===== config.mk =====
export PLATFORM = sky130hd
export DESIGN_NAME = axi_slave_eeprom_rd_bridge
export DESIGN_NICKNAME = d
export VERILOG_FILES = /design/src/rtl/axi_slave_eeprom_rd_bridge.sv
export SDC_FILE = /design/constraint.sdc
export NUM_CORES = 1
export LEC_CHECK = 0
export BUFFER_PORTS_ARGS = -buffer_cell sky130_fd_sc_hd__buf_4
export CORE_AREA = 2 2 91 93
export DETAILED_ROUTE_END_ITERATION = 10
export DIE_AREA = 0 0 93 95
export PLACE_DENSITY = 0.79
export SLEW_MARGIN = 20
export SYNTH_ARGS = -nofsm -noshare
export SYNTH_HDL_FRONTEND = slang
export SYNTH_SLANG_ARGS = --single-unit

===== constraint.sdc =====
create_clock -name clk -period 2.2 [get_ports clk]
set_input_delay 0.11 -clock clk [delete_from_list [all_inputs] [get_ports clk]]
set_output_delay 0.11 -clock clk [all_outputs]
set_load 0.03 [all_outputs]

===== src/rtl/axi_slave_eeprom_rd_bridge.sv =====
// AXI4 read-only slave window onto an I2C EEPROM: each read beat is one random byte read.
// Optional I2C_TIMEOUT_EN builds a 20-bit watchdog that fills a stuck beat with 8'hFF / SLVERR.
module axi_slave_eeprom_rd_bridge #(
    parameter logic [7:0] BASE_ADDR_HI = 8'h30,
    parameter int         ID_W         = 2
) (
    input  logic            clk,
    input  logic            dma_rstn_sync,
    input  logic [ID_W-1:0] SLAVE_RD_ADDR_ID,
    input  logic [31:0]     SLAVE_RD_ADDR,
    input  logic [7:0]      SLAVE_RD_ADDR_LEN,
    input  logic [1:0]      SLAVE_RD_ADDR_BURST,
    input  logic            SLAVE_RD_ADDR_VALID,
    output logic            SLAVE_RD_ADDR_READY,
    output logic [ID_W-1:0] SLAVE_RD_BACK_ID,
    output logic [31:0]     SLAVE_RD_DATA,
    output logic [1:0]      SLAVE_RD_DATA_RESP,
    output logic            SLAVE_RD_DATA_LAST,
    output logic            SLAVE_RD_DATA_VALID,
    input  logic            SLAVE_RD_DATA_READY,
    input  logic [ID_W-1:0] SLAVE_WR_ADDR_ID,
    input  logic [31:0]     SLAVE_WR_ADDR,
    input  logic [7:0]      SLAVE_WR_ADDR_LEN,
    input  logic [1:0]      SLAVE_WR_ADDR_BURST,
    input  logic            SLAVE_WR_ADDR_VALID,
    output logic            SLAVE_WR_ADDR_READY,
    input  logic [31:0]     SLAVE_WR_DATA,
    input  logic [3:0]      SLAVE_WR_STRB,
    input  logic            SLAVE_WR_DATA_LAST,
    input  logic            SLAVE_WR_DATA_VALID,
    output logic            SLAVE_WR_DATA_READY,
    output logic [ID_W-1:0] SLAVE_WR_BACK_ID,
    output logic [1:0]      SLAVE_WR_BACK_RESP,
    output logic            SLAVE_WR_BACK_VALID,
    input  logic            SLAVE_WR_BACK_READY,
    output logic            i2c_req,
    output logic [6:0]      i2c_dev_addr,
    output logic            i2c_addr16_en,
    output logic [15:0]     i2c_mem_addr,
    input  logic            i2c_ack,
    input  logic [7:0]      i2c_rdata,
    input  logic            i2c_nack
);
    localparam logic [1:0] R_IDLE = 2'd0, R_REQ = 2'd1, R_DATA = 2'd2;
    localparam logic [1:0] W_IDLE = 2'd0, W_DATA = 2'd1, W_RESP = 2'd2;

    logic [1:0]      rstate, wstate;
    logic [ID_W-1:0] r_id, w_id;
    logic [6:0]      r_dev;
    logic            r_en16, r_miss, w_miss;
    logic [15:0]     r_off;
    logic [7:0]      r_len, r_cnt, r_byte;
    logic [1:0]      r_burst, r_resp;
`ifdef I2C_TIMEOUT_EN
    logic [19:0]     tmo_cnt;
`endif

    always_ff @(posedge clk or negedge dma_rstn_sync) begin
        if (!dma_rstn_sync) begin
            rstate  <= R_IDLE;
            r_id    <= '0;
            r_dev   <= '0;
            r_en16  <= 1'b0;
            r_off   <= '0;
            r_len   <= '0;
            r_cnt   <= '0;
            r_burst <= '0;
            r_miss  <= 1'b0;
            r_byte  <= '0;
            r_resp  <= '0;
`ifdef I2C_TIMEOUT_EN
            tmo_cnt <= '0;
`endif
        end else begin
            case (rstate)
                R_IDLE: if (SLAVE_RD_ADDR_VALID) begin
                    r_id    <= SLAVE_RD_ADDR_ID;
                    r_dev   <= SLAVE_RD_ADDR[23:17];
                    r_en16  <= SLAVE_RD_ADDR[16];
                    r_off   <= SLAVE_RD_ADDR[15:0];
                    r_len   <= SLAVE_RD_ADDR_LEN;
                    r_burst <= SLAVE_RD_ADDR_BURST;
                    r_cnt   <= '0;
                    r_miss  <= (SLAVE_RD_ADDR[31:24] != BASE_ADDR_HI);
`ifdef I2C_TIMEOUT_EN
                    tmo_cnt <= '0;
`endif
                    rstate  <= R_REQ;
                end
                R_REQ: begin
                    // A base miss never touches the bus: answer DECERR straight away.
                    if (r_miss) begin
                        r_byte <= '0;
                        r_resp <= 2'b11;
                        rstate <= R_DATA;
                    end else if (i2c_ack) begin
                        r_byte <= i2c_rdata;
                        r_resp <= i2c_nack ? 2'b10 : 2'b00;
                        rstate <= R_DATA;
                    end
`ifdef I2C_TIMEOUT_EN
                    else if (tmo_cnt == 20'hFFFFF) begin
                        r_byte <= 8'hFF;
                        r_resp <= 2'b10;
                        rstate <= R_DATA;
                    end else begin
                        tmo_cnt <= tmo_cnt + 20'd1;
                    end
`endif
                end
                R_DATA: if (SLAVE_RD_DATA_READY) begin
                    if (r_cnt == r_len) begin
                        rstate <= R_IDLE;
                    end else begin
                        // FIXED bursts re-read the same byte; the 16-bit offset wraps.
                        r_cnt  <= r_cnt + 8'd1;
                        r_off  <= r_off + {15'd0, (r_burst != 2'b00)};
`ifdef I2C_TIMEOUT_EN
                        tmo_cnt <= '0;
`endif
                        rstate <= R_REQ;
                    end
                end
                default: rstate <= R_IDLE;
            endcase
        end
    end

    assign SLAVE_RD_ADDR_READY = (rstate == R_IDLE);
    assign SLAVE_RD_DATA_VALID = (rstate == R_DATA);
    assign SLAVE_RD_DATA_LAST  = (rstate == R_DATA) && (r_cnt == r_len);
    assign SLAVE_RD_BACK_ID    = r_id;
    assign SLAVE_RD_DATA       = {24'h0, r_byte};
    assign SLAVE_RD_DATA_RESP  = r_resp;
    assign i2c_req             = (rstate == R_REQ) && !r_miss;
    assign i2c_dev_addr        = r_dev;
    assign i2c_addr16_en       = r_en16;
    assign i2c_mem_addr        = r_off;

    always_ff @(posedge clk or negedge dma_rstn_sync) begin
        if (!dma_rstn_sync) begin
            wstate <= W_IDLE;
            w_id   <= '0;
            w_miss <= 1'b0;
        end else begin
            case (wstate)
                W_IDLE: if (SLAVE_WR_ADDR_VALID) begin
                    w_id   <= SLAVE_WR_ADDR_ID;
                    w_miss <= (SLAVE_WR_ADDR[31:24] != BASE_ADDR_HI);
                    wstate <= W_DATA;
                end
                W_DATA: if (SLAVE_WR_DATA_VALID && SLAVE_WR_DATA_LAST) wstate <= W_RESP;
                W_RESP: if (SLAVE_WR_BACK_READY) wstate <= W_IDLE;
                default: wstate <= W_IDLE;
            endcase
        end
    end

    assign SLAVE_WR_ADDR_READY = (wstate == W_IDLE);
    assign SLAVE_WR_DATA_READY = (wstate == W_DATA);
    assign SLAVE_WR_BACK_VALID = (wstate == W_RESP);
    assign SLAVE_WR_BACK_ID    = w_id;
    assign SLAVE_WR_BACK_RESP  = (wstate == W_RESP) ? (w_miss ? 2'b11 : 2'b10) : 2'b00;

    // Write payload is drained without being looked at.
    logic unused_ok;
    assign unused_ok = ^{SLAVE_WR_ADDR[23:0], SLAVE_WR_ADDR_LEN, SLAVE_WR_ADDR_BURST,
                         SLAVE_WR_DATA, SLAVE_WR_STRB};
endmodule


-- Word level (Yosys, flattened, before mapping)
Index checks and enable logic that the tools add are counted.
- memory bits (writable): 0
- ROM bits: 0
- latch bits: 0
- word-level logic and storage cells: 70
- register bits: 62
- input bits: 142
- output and inout port bits: 71
- memories: 0
- bitwise operators: 0
- div/mod/pow operators: 0
- add/subtract/negate cells: 2
- shift-type cells: 0
- multiply operators: 0
- order comparisons: 0
- mux-type cells: 25
- reduce and logical (&&, ||, !) cells: 15
- eq/ne operators: 14
- operators by type and width (kind ; number):
    $mux 16 ; 3
    $mux 8 ; 5
    $pmux 16 s2 ; 1
    $mux 2 ; 11
    $add 16x1->16 ; 1
    $ne 8x6->1 const B ; 2
    $pmux 8 s2 ; 1
    $pmux 2 s3 ; 2
    $add 8x1->8 const B ; 1
    $eq 8x8->1 ; 1
    $ne 2x1->1 const B ; 3
    $ne 2x2->1 const B ; 3
    $reduce_and 2->1 ; 3
    $reduce_and 3->1 ; 2
    $reduce_bool 2->1 ; 3
    $eq 2x1->1 const B ; 2
    $eq 2x2->1 const B ; 2
    $logic_not 2->1 ; 2
    $reduce_and 4->1 ; 1
    $logic_and 1x1->1 ; 3
    $ne 3x3->1 const B ; 1
    $mux 1 ; 2
    $logic_not 1->1 ; 1

-- Logic depth before layout (Yosys ltp)
Gate-level depths: netlist (run 1).
- depth in word-level cells: 5
- depth in mapped cells: 8

-- Worst setup path before layout (run 1)
Ideal clock, no wire load.
- kind: reg2reg
- from: register rstate[1]
- to: register r_en16 (netlist: i2c_addr16_en)
- slack: 0.252 ns
- data arrival time: 1.824 ns
- clock period less this slack: 1.948 ns
- cell stages (with the launch flop): 7
- required time: 2.075 ns
- cells stage by stage: dfrtp_1 -> buf_6 -> nor2_1 -> and2_1 -> clkbuf_1 -> buf_2 -> mux2_2
- cells in the longest elaborated chain, start to end: 2
- ends and longest elaborated chain (what ; line ; RTL):
    start: declaration ; 47 ; logic [1:0] rstate, wstate;
    start signal: assignment ; 60 ; rstate <= R_IDLE;
    start signal: assignment ; 88 ; rstate <= R_REQ;
    start signal: assignment ; 95 ; rstate <= R_DATA;
    $logic_not 2->1 ; n/a ;
    via SLAVE_RD_ADDR_READY ; 14 ; output logic SLAVE_RD_ADDR_READY,
    $reduce_and 2->1 (no line) ; n/a ;
    end signal: assignment ; 79 ; r_en16 <= SLAVE_RD_ADDR[16];
    end: declaration ; 50 ; logic r_en16, r_miss, w_miss;
The timed path passes the listed nets, and every way through them passes these cells.
A chain may end at the register's enable or synchronous reset.

-- Final worst setup path (run 1)
- from: register r_burst[1]
- to: register r_off[14] (netlist: i2c_mem_addr[14])
- cells in the longest elaborated chain, start to end: 5
- ends and longest elaborated chain (what ; line ; RTL):
    start: declaration ; 53 ; logic [1:0] r_burst, r_resp;
    start signal: assignment ; 67 ; r_burst <= '0;
    start signal: assignment ; 82 ; r_burst <= SLAVE_RD_ADDR_BURST;
    $reduce_bool 2->1 ; 117 ; r_off <= r_off + {15'd0, (r_burst != 2'b00)};
    $add 16x1->16 ; 117 ;
    $mux 16 ; 112 ; if (r_cnt == r_len) begin
    $mux 16 ; 111 ; R_DATA: if (SLAVE_RD_DATA_READY) begin
    $pmux 16 s2 ; 75 ; case (rstate)
    end signal: assignment ; 80 ; r_off <= SLAVE_RD_ADDR[15:0];
    end signal: assignment ; 117 ;
    end: declaration ; 51 ; logic [15:0] r_off;
Every way passes these cells. The select of a mux whose other input is x is not followed.

==> reports/results.ini, run 1 <==
[run_status]
status=finished, final reports clean

[global_routing]
gr-total-overflow=0
grt_pass1_wl_mm=14.21
grt_max_degree=63
grt_pass1_vias=2965
grt_antenna_before_repair=0
grtUsageTotal_pct=21.01

[worst_setup_path]
cp-end-kind=register
critPathMaxStageDelay_ps=440
slowest_stage=nor3_2
path_class=reg2reg
crit_top_cell=ha_1
crit_fanout=6
reg2reg_depth=8
cp_cell_sequence=or2_2, ha_1, ha_1, nand2_1, nor3_2, nand3_1, a21oi_1, a2bb2oi_1
worstPathArrival_ps=2300
rr_endpoint=i2c_mem_addr[14]$_DFFE_PN0P_
cp-start-kind=register
reg2reg_from=r_burst[1]$_DFFE_PN0P_
cp.required_ps=2480
r2r_slack_ps=180

[cells_and_area]
layout.nets=607
antenna_cells=0
syn_to_final_growth_pct=43.77
final_cells=572
fin_area_sq_um=4661
n_fill_cell=629
drive_above_1_share_pct=37.26

[synthesis]
synth_area_sq_um=3242
synth_edf_count=0
synth_top_area_share_pct=47.86
ys_seq_area_share_pct=47.86
synth_most_common_cell=dfrtp_1
synthTopCellsByArea=dfrtp_1, mux2_2, buf_4, a21oi_1, o21ai_0
synthCells=311
async_flop_share_pct=100.0
yosysWarnings=0
syn_area_per_cell_sq_um=10.42
synth-seq-cells=62
synthFlopType=dfrtp_1
synth_area_leader_cell=dfrtp_1
synth_commonest_cells=dfrtp_1, buf_4, nand2_1
yosys.cell_types.count=47

[place]
dpl_cell_area_sq_um=4135
dp_cells=525
io_buffer_count=118
dpl.hpwl_mm=5.741
gp_congestion=0.7800

[sta]
max_freq_mhz=494.7
hold_viol_final=0
slew_headroom_pct=46.57
fin_setup_tns_ps=0
setup_viol=0
worst_pin_slew_ps=801.5
fin_crit_sh_pct=91.88
drv_slew=0
finClkSkew_ps=10.30
rsz0062_at_grt=false
layout_min_cycle_time_ps=2021
hold_ws_ps=8.120

[floorplan]
io_pins=213
initial_core_util_pct=40.89
core_area_sq_um=7928
die_w_microns=93
die_h_microns=95
die_area_sq_um=8835
std_cell_rows=33

[detailed_routing]
num_vias=3001
wl_mm=9.038
vias_per_cell=5.247
antenna_left=0
firstDrtPassIters=4
drt_iter0_markers=144
wire_per_inst_microns=15.80
drcViolationCount=0

[clocking]
clock-sinks=62
cts_buffers=9
clkSlewWorstSetupHoldPaths_ps=70
h-tree-depth=3
cts-resized-gates=0
clock_latency_ps=350
cts_tree=yes
clk_path_buf_depth=2
cts-root-buf=clkbuf_8

[power_and_ir_drop]
ir_worst_vdd_v=0.0007952
leakage_uw=0.002173
p_per_area_nw_per_um2=1259
finalPower_uw=5869

[worst_hold_path]
min_to=i2c_dev_addr[6]$_DFFE_PN0P_
min_path_type=in2reg
min_from=SLAVE_RD_ADDR[23]
min_delay_path_depth=2

[job]
max_cap_violations=0

## layer usage
layer  part of all wire, %  up-vias  global-route usage (%)
met2                    50      154                   36.11
met3                   8.3       15                   6.544
li1                      -     1373                       -
met1                    40     1459                   24.07
met5                     0        -                       0
met4                   2.0        0                   9.559
## power by group
part	switching, uW	total, uW	internal (uW)
registers	396	1950	1550
logic	1650	2800	1160
clock network	452	1120	666
## worst max-delay path by stage
stage | from | end | slack (ps)
after detailed placement | r_burst[1]$_DFFE_PN0P_ | i2c_mem_addr[14]$_DFFE_PN0P_ | 250
after global placement | rstate[1]$_DFFE_PN0P_ | i2c_mem_addr[10]$_DFFE_PN0P_ | 290
after CTS | r_cnt[5]$_DFFE_PN0P_ | SLAVE_RD_DATA_LAST | 190
final | r_burst[1]$_DFFE_PN0P_ | i2c_mem_addr[14]$_DFFE_PN0P_ | 180
after floorplan | rstate[1]$_DFFE_PN0P_ | i2c_addr16_en$_DFFE_PN0P_ | 250
after global routing | r_burst[1]$_DFFE_PN0P_ | i2c_mem_addr[14]$_DFFE_PN0P_ | 60
## state kept, by name (all words and copies together) (netlist names), 7 cells and up
signal	flops
r_len	8
i2c_mem_addr	16
r_cnt	8
i2c_dev_addr	7
r_byte	8
## metrics by stage
step	util [%]	worst slack [ps]
global route	58.79	56.59
floorplan	-	251.7
CTS	58.79	194.6
detailed placement	52.16	249.9
finish	58.79	178.6
global placement	52.16	287.1
## cell families after synthesis
group	count (synthesis)	share of synthesized area (%)
other	1	0.1157
AO/OA/AOI/OAI	81	17.02
buffers and inverters	46	9.186
AND/OR/NAND/NOR	84	13.62
XOR/XNOR	8	2.161
multiplexers	26	8.877
flip-flops	62	47.86
adder cells (fa/ha/maj)	3	1.158
## cells in the final DEF, fill, tap and decap left out, drive strengths merged, types with 8 or more instances in the layout
| cell type | count |
|---|---|
| a22o | 9 |
| dlygate4sd3 | 31 |
| o21ai | 20 |
| clkbuf | 12 |
| buf | 124 |
| mux2 | 22 |
| nand3 | 13 |
| xor2 | 8 |
| nand2 | 24 |
| a21oi | 22 |
| inv | 8 |
| conb | 24 |
| dfrtp | 62 |
| nor2 | 14 |
## final cells by class
type,count,area [sq um],area share [%]
clock inverter,4,70.07,1.503
inverter,8,30.03,0.6443
timing repair buffer,155,1254,26.90
sequential,62,1551,33.29
clock buffer,12,145.1,3.114
tap,105,131.4,2.819
multi-input combinational,226,1479,31.73
## worst max-delay path, delay by kind of cell, from the launching register on
kind	cells	cell delay, ps
AND/OR/NAND/NOR	4	840
adder cells (fa/ha/maj)	2	400
flip-flops	1	360
AO/OA/AOI/OAI	2	350
## what timing repair did
| item | CTS | global route |
|---|---|---|
| hold endpoints to repair | 91 | 0 |
| hold buffers | 31 | 0 |
| setup endpoints to repair | 0 | 0 |
| buffers inserted | 0 | 0 |
Power figures use the tool's default switching activity.
==> run 2: changes to the inputs <==
--- a/config.mk
+++ b/config.mk
@@ -9,6 +9,7 @@
 export CORE_AREA = 2 2 91 93
 export DETAILED_ROUTE_END_ITERATION = 10
 export DIE_AREA = 0 0 93 95
+export GPL_TIMING_DRIVEN = 0
 export PLACE_DENSITY = 0.79
 export SLEW_MARGIN = 20
 export SYNTH_ARGS = -nofsm -noshare
==> reports/results.ini, run 2 (synthesis gave the netlist of run 1 again) <==
[run_status]
status=finished, final reports clean  ; unchanged

[clocking]
h-tree-depth=3  ; unchanged
clk_path_buf_depth=2  ; unchanged
cts-resized-gates=0  ; unchanged
cts_buffers=9  ; unchanged
clock_latency_ps=340  ; was 350 ps
cts_tree=yes  ; unchanged
clock-sinks=62  ; unchanged
clkSlewWorstSetupHoldPaths_ps=70  ; about the same
cts-root-buf=clkbuf_8  ; unchanged

[cells_and_area]
seqCellArea_sq_um=1551  ; unchanged
drive_above_1_share_pct=41.34  ; was 37.26%
largest_register_ffs=16  ; unchanged
layout_commonest_cell=buf_4  ; unchanged
syn_to_final_growth_pct=47.90  ; was 43.77%
multi_input_area_sq_um=1479  ; unchanged
n_fill_cell=644  ; was 629
layout.nets=631  ; was 607
antenna_cells=0  ; unchanged
final_cell_mix=buf_4, dfrtp_1, conb_1  ; was buf_4, dfrtp_1, dlygate4sd3_1

[sta]
max_freq_mhz=508.4  ; was 494.7 MHz
fin_crit_sh_pct=89.41  ; was 91.88%
fin_setup_tns_ps=0  ; unchanged
setup_viol=0  ; unchanged
finClkSkew_ps=10.08  ; was 10.30 ps
rsz0062_at_grt=false  ; unchanged
drv_slew=0  ; unchanged
layout_min_cycle_time_ps=1967  ; was 2021 ps
hold_ws_ps=1.533  ; was 8.120 ps
worst_pin_slew_ps=786.3  ; was 801.5 ps
slew_headroom_pct=47.58  ; was 46.57%
hold_viol_final=0  ; unchanged

[detailed_routing]
antenna_left=0  ; unchanged
drt_iter0_markers=179  ; was 144
vias_per_cell=5.044  ; was 5.247
firstDrtPassIters=4  ; unchanged
wl_mm=8.712  ; was 9.038 mm
num_vias=3006  ; was 3,001
drcViolationCount=0  ; unchanged
wire_per_inst_microns=14.62  ; was 15.80 microns

[global_routing]
grt_antenna_before_repair=0  ; unchanged
grtUsageTotal_pct=19.47  ; was 21.01%
grt_max_degree=63  ; unchanged
grt_pass1_vias=2955  ; was 2,965
gr-total-overflow=0  ; unchanged
grt_pass1_wl_mm=13.49  ; was 14.21 mm

[place]
gp_congestion=0.8484  ; was 0.7800
dpl.hpwl_mm=5.983  ; was 5.741 mm
io_buffer_count=118  ; unchanged

[floorplan]
io_pins=213  ; unchanged
die_h_microns=95  ; unchanged
core_area_sq_um=7928  ; unchanged
initial_core_util_pct=40.89  ; unchanged
std_cell_rows=33  ; unchanged
die_area_sq_um=8835  ; unchanged
die_w_microns=93  ; unchanged

[power_and_ir_drop]
power_frac_comb_pct=48.8  ; was 47.8%
intPower_uw=3380  ; was 3373 uW
p_per_area_nw_per_um2=1228  ; was 1259 nW/um^2
leakage_uw=0.002296  ; was 0.002173 uW
clock_power_share_pct=18.7  ; was 19.1%
swShare_pct=42.58  ; was 42.52%
finalPower_uw=5887  ; was 5869 uW
p_switching_uw=2507  ; was 2495 uW
seqPwrFrac_pct=32.5  ; was 33.1%
ir_worst_vdd_v=0.0008983  ; was 0.0007952 V

[worst_setup_path]
cp-start-kind=register  ; unchanged
crit_fanout=6  ; unchanged
cp.required_ps=2090  ; was 2480 ps
worstPathArrival_ps=1860  ; was 2300 ps
cp-end-kind=primary output  ; was register
path_class=reg2out  ; was reg2reg

[worst_hold_path]
min_path_type=in2reg  ; unchanged

[job]
max_cap_violations=0  ; unchanged

run 2: cell count changes in the layout (fill, tap and decap cells not counted), sizes merged:
cell	previous run	this run
dlygate4sd3	31	23
bufinv	2	1
buf	124	151
clkbuf	12	18
run 2: power groups by stage:
stage	Clock, uW	Sequential [uW]	Combinational (uW)
finish	1100	1920	2870
global placement	0	1900	2760
global route	1160	1980	3100
floorplan	0	2380	1400
detailed placement	0	1930	2820
CTS	1100	1910	2860
run 2: layout make-up:
cell class                      count  area share [%]
Buffer                             38           5.585
Clock buffer                       13           3.732
Clock inverter                      3          0.8351
Inverter                            8          0.6263
Multi-Input combinational cell    226           30.85
Sequential cell                    62           32.36
Tap cell                          105           2.740
Timing Repair Buffer              141           23.28
run 2: layer usage:
| metal | wire, microns | track usage [%] | vias to the layer above |
|---|---|---|---|
| met5 | 0 | 0 | - |
| met4 | 185 | 7.475 | 0 |
| met3 | 792 | 6.704 | 20 |
| met2 | 4297 | 32.97 | 142 |
| met1 | 3436 | 22.88 | 1418 |
| li1 | - | - | 1426 |
run 2: worst paths after layout:
kind | from | end | slack (ps) | depth (start not counted)
max | r_cnt[5]$_DFFE_PN0P_ | SLAVE_RD_DATA_LAST | 230 | 5
min | SLAVE_RD_ADDR_BURST[1] | r_burst[1]$_DFFE_PN0P_ | 2 | 2
max reg2reg | r_burst[0]$_DFFE_PN0P_ | i2c_mem_addr[14]$_DFFE_PN0P_ | 290 | 8
min reg2reg | r_byte[1]$_DFFE_PN0P_ | r_byte[1]$_DFFE_PN0P_ | 510 | 1
max in group asynchronous | dma_rstn_sync | r_cnt[3]$_DFFE_PN0P_ | 1280 | 2
min in group asynchronous | dma_rstn_sync | i2c_dev_addr[5]$_DFFE_PN0P_ | 400 | 2
run 2: stage by stage:
stage	cell area (sq um)	setup slack (ps)	cells	utilization, %
5_1_grt	4795	115.3	596	60.48
3_3_place_gp	4345	342.7	557	54.81
2_1_floorplan	3328	251.7	334	-
3_5_place_dp	4345	317.3	557	54.81
4_1_cts	4785	228.3	595	60.35
6_report	4795	233.0	596	60.48
run 2: timing repair:
item                                    in CTS  in global routing
endpoints found under the setup margin       0                  0
hold buffers                                22                  1
setup buffers                                0                  0
hold endpoints to repair                    82                  1
run 2: worst max-delay path, cell delays in order (launching register included):
cell     delay [ps]
dfrtp_1         460
xor2_1          200
nor4_4          410
nand3_1         170
nor2_1          120
buf_4           170
